<file path="config.mk">
export PLATFORM = sky130hd
export DESIGN_NAME = uart_tx_scheduler
export DESIGN_NICKNAME = d
export VERILOG_FILES = /design/src/rtl/uart_tx_scheduler.sv
export SDC_FILE = /design/constraint.sdc
export NUM_CORES = 1
export LEC_CHECK = 0
export BUFFER_PORTS_ARGS = -buffer_cell sky130_fd_sc_hd__buf_2
export CAP_MARGIN = 20
export CORE_MARGIN = 2
export CORE_UTILIZATION = 59
export CTS_CLUSTER_SIZE = 25
export DETAILED_ROUTE_END_ITERATION = 16
export PLACE_DENSITY = 0.84
export SYNTH_ARGS = -nofsm -noshare
export SYNTH_HDL_FRONTEND = slang
export SYNTH_SLANG_ARGS = --single-unit
export TNS_END_PERCENT = 20
</file>
<file path="constraint.sdc">
create_clock -name clk -period 3.5 [get_ports clk]
set_input_delay 0.875 -clock clk [delete_from_list [all_inputs] [get_ports clk]]
set_output_delay 0.875 -clock clk [all_outputs]
set_load 0.1 [all_outputs]
</file>
<file path="src/rtl/uart_tx_scheduler.sv">
// uart_tx_scheduler
//   Transmit queue between the CPU's UART data register and the UART emitter.
//   CPU writes land in a DEPTH-entry circular FIFO. A small FSM pops the head
//   byte, presents it on a valid/ready handshake, and leaves a one-cycle gap
//   after each transfer so the emitter can deassert ready.
//   status = {21'b0, ovf, full, nempty, count[7:0]}
//
//   Optional build macro: UART_TXQ_OVF_STICKY_EN
//     defined   - status bit 10 is a sticky overflow flag. It is set by any
//                 dropped write and cleared by status_rd. Set wins over clear.
//     undefined - status bit 10 reads 0, status_rd is ignored, and no
//                 overflow flop exists.
module uart_tx_scheduler #(
    parameter int DEPTH  = 16,
    parameter int ADDR_W = $clog2(DEPTH)
) (
    input  logic        clk,
    input  logic        resetn,
    input  logic        wr_valid,
    input  logic [7:0]  wr_data,
    input  logic        status_rd,
    output logic [31:0] status,
    output logic [7:0]  uart_data,
    output logic        uart_valid,
    input  logic        uart_ready,
    output logic        idle
);

    typedef enum logic [1:0] {
        S_IDLE,
        S_SEND,
        S_GAP
    } state_t;

    localparam logic [ADDR_W:0] FULL_COUNT = DEPTH[ADDR_W:0];

    state_t            state;
    logic [7:0]        mem [DEPTH];
    logic [ADDR_W-1:0] wr_ptr;
    logic [ADDR_W-1:0] rd_ptr;
    logic [ADDR_W:0]   count;
    logic [7:0]        count8;
    logic              full;
    logic              nempty;
    logic              push;
    logic              pop;
    logic              ovf;

    // full and nempty come only from the registered count. A pop in the
    // same cycle therefore never makes room for a write.
    assign full   = (count == FULL_COUNT);
    assign nempty = (count != '0);
    assign push   = wr_valid & ~full;
    assign pop    = (state == S_IDLE) & nempty;

    // Zero-extend the occupancy into the 8-bit status field.
    always_comb begin
        count8             = '0;
        count8[ADDR_W:0]   = count;
    end

    // FIFO storage. The data RAM needs no reset: nothing reads an entry
    // before it has been written.
    always_ff @(posedge clk) begin
        if (push) begin
            mem[wr_ptr] <= wr_data;
        end
    end

    // Pointer and occupancy bookkeeping. The pointers wrap naturally at DEPTH.
    always_ff @(posedge clk or negedge resetn) begin
        if (!resetn) begin
            wr_ptr <= '0;
            rd_ptr <= '0;
            count  <= '0;
        end else begin
            if (push) begin
                wr_ptr <= wr_ptr + 1'b1;
            end
            if (pop) begin
                rd_ptr <= rd_ptr + 1'b1;
            end
            case ({push, pop})
                2'b10:   count <= count + 1'b1;
                2'b01:   count <= count - 1'b1;
                default: count <= count;
            endcase
        end
    end

    // Emitter handshake FSM with registered valid/data outputs.
    always_ff @(posedge clk or negedge resetn) begin
        if (!resetn) begin
            state      <= S_IDLE;
            uart_valid <= 1'b0;
            uart_data  <= '0;
        end else begin
            case (state)
                S_IDLE: begin
                    if (nempty) begin
                        uart_data  <= mem[rd_ptr];
                        uart_valid <= 1'b1;
                        state      <= S_SEND;
                    end
                end
                S_SEND: begin
                    if (uart_ready) begin
                        uart_valid <= 1'b0;
                        state      <= S_GAP;
                    end
                end
                S_GAP: begin
                    state <= S_IDLE;
                end
                default: begin
                    uart_valid <= 1'b0;
                    state      <= S_IDLE;
                end
            endcase
        end
    end

`ifdef UART_TXQ_OVF_STICKY_EN
    // Sticky overflow flag. A drop in the same cycle as status_rd keeps it set.
    always_ff @(posedge clk or negedge resetn) begin
        if (!resetn) begin
            ovf <= 1'b0;
        end else if (wr_valid & full) begin
            ovf <= 1'b1;
        end else if (status_rd) begin
            ovf <= 1'b0;
        end
    end
`else
    logic unused_status_rd;

    assign ovf              = 1'b0;
    assign unused_status_rd = status_rd;
`endif

    assign status = {21'b0, ovf, full, nempty, count8};
    assign idle   = ~nempty & (state == S_IDLE);

endmodule
</file>
==> results.cfg <==
[status]
status = complete, no violations

[yosys]
synth_top_family_by_area = multiplexers
synth_common_cells = edfxtp_1, mux4_2, buf_4
synth_area_um2 = 6370
synth_seq_cells = 152
synth_area_leaders = edfxtp_1, mux4_2, dfrtp_1
synth_mux_area_frac = 0.140
synthSimpleGateAreaFrac = 0.0444
yosys.area.top_type_share = 0.603
netlist.top_cell.by_area = edfxtp_1
synthArstFlopShare = 0.158
yosys_warnings = 0
synth-compound-area-share = 0.0347
yosys.cell_types.count = 41
synthAdderAreaFrac = 0.0177
synth.most_common_cell = edfxtp_1
syn_area_per_cell_um2 = 17.9
synthFlopType = edfxtp_1
synth_edf_count = 128
yosysSeqAreaShare = 0.697
synthCells = 356
synth_xor_area_frac = 0.0151

[sta]
worstMarginPinSlew_ps = 1050
grt_setup_unrepaired = no
relSlewSlack = 0.301
period_minus_slack_ps = 3160
max_freq_ghz = 0.316
tns_ps = 0
clock_skew_ps = 9.93
hold_viol = 0
fin_crit_sh = 0.904
slew_violations = 0
finalSetupViolations = 0

[floorplan]
dieArea_um2 = 11700
io-pin-count = 55
chipHeight_um = 108
die_x_um = 108
core_um2 = 10400
rows = 37
start_util = 0.612

[grt]
grt_start_max_net_pins = 34
grt_usage = 0.218
grt_first_pass_wirelength_mm = 17.8
grt_pass1_vias = 3235
grt_overflow = 0
antenna_found_initial = 0

[placed_design]
dpl.hpwl_mm = 7.33
portBuffers = 28
dpl.cell_count = 515
gp_congestion = 0.756

[clock_network]
postCtsSetupBuffers = 0
cts_sinks = 152
root_buffer = clkbuf_8
htreeDepth = 4
numCtsBuffers = 17
ctsHoldBuffers = 0
clockBufferDepth = 2
clock_latency_ps = 520
clkSlewWorstSetupHoldPaths_ps = 70
cts_resized = 0
tritoncts = built

[critical_path]
crit_start = count[2]$_DFFE_PN0P_
crit_path_end = idle
start_kind = flop
worst-setup-path-type = reg -> out
arrival_ps = 2290
reg2reg_slack_ps = 570
rr_worst_depth = 11
critPathMaxFanout = 8
r2r-end = count[4]$_DFFE_PN0P_
timing.rr.start = count[2]$_DFFE_PN0P_
end_kind = output pin
crit_required_ps = 2620

[pwr]
p_comb_frac = 0.353
seq_power_share = 0.382
swShare = 0.390
vdd_drop_max_uv = 829
p_sw_w = 0.00257
p_int_w = 0.00402
power_w = 0.00659
leakage_nw = 2.57
clkPwrFrac = 0.266
p_per_area_nw_per_um2 = 918

[route]
wire_per_inst_um = 20.9
vias = 3146
vias_per_cell = 5.75
drc = 0
antenna_left = 0
drt_pre_antenna_iters = 4
first_iter_violations = 272
drt-total-wl_mm = 11.4

[job]
max_cap_viol_count = 0

[hold_path]
hp-class = in -> async

[final_layout]
diodes = 0
final_nets = 420
syn_to_final_growth_pct = 12.6
instances_no_fill = 547
drive_above_1_share = 0.304
metal layers:
| layer | routed length, um | global-route usage | vias to the layer above |
|---|---|---|---|
| met3 | 546 | 0.0458 | 11 |
| met1 | 4500 | 0.265 | 1628 |
| met5 | 0 | 0 | - |
| met4 | 163 | 0.0788 | 0 |
| li1 | - | - | 1414 |
| met2 | 6220 | 0.386 | 93 |
worst max-delay path, cell delays in order, from the launching register on:
cell and delay, ps:
dfrtp_1 480, nor4_1 480, nand2_1 230, nor3_4 140, buf_2 440
power groups by stage:
stage / logic [W] / registers [W] / clock network, W
floorplan: 0.00147 / 0.00297 / 0
global placement: 0.00227 / 0.00252 / 0
detailed placement: 0.00233 / 0.00255 / 0
CTS: 0.00235 / 0.00251 / 0.00178
global route: 0.00248 / 0.00255 / 0.00185
finish: 0.00232 / 0.00251 / 0.00175
worst min-delay path by stage:
stage	to	slack, ps	depth (start not counted)
detailed placement	uart_data[2]$_DFFE_PN0P_	480	2
floorplan	state[0]$_DFFE_PN0P_	520	1
finish	count[0]$_DFFE_PN0P_	340	1
global placement	uart_data[2]$_DFFE_PN0P_	480	2
global route	count[0]$_DFFE_PN0P_	350	1
CTS	count[1]$_DFFE_PN0P_	330	1
registers in the layout, indices dropped and copies added (netlist names):
register    count
state           2
uart_valid      1
count           5
rd_ptr          4
wr_ptr          4
uart_data       8
mem           128
cells in the final DEF, fill, tap and decap left out, types with 5 or more instances in the layout:
| master | count |
|---|---|
| nand2_1 | 22 |
| buf_4 | 16 |
| clkbuf_16 | 16 |
| inv_6 | 7 |
| dfrtp_1 | 23 |
| nor2_1 | 18 |
| mux2i_1 | 16 |
| xnor2_1 | 7 |
| buf_2 | 28 |
| mux4_2 | 32 |
| ha_1 | 9 |
| inv_1 | 5 |
| conb_1 | 25 |
| edfxtp_1 | 128 |
| o221ai_2 | 8 |
layout make-up:
cell class	instances	area (um2)
Sequential cell	152	4450
Tap cell	136	170
Inverter	6	22.5
Clock buffer	17	414
Fill cell	666	3240
Clock inverter	15	155
Timing Repair Buffer	44	260
Multi-Input combinational cell	177	1710
metrics by stage:
step,hold WS [ps],cell area [um2],setup slack [ps],utilization
after global routing,354,7180,251,0.689
after CTS,335,7180,293,0.689
after floorplan,516,6480,257,-
after global placement,476,6610,607,0.634
final,337,7180,335,0.689
after detailed placement,480,6610,516,0.634
cell families after synthesis:
kind of cell,Yosys count
flops,152
other cells,1
xor+xnor,11
simple gates,60
mux,49
fa+ha+maj,9
compound gates,23
buf+inv,51
Power figures use the tool's default switching activity.
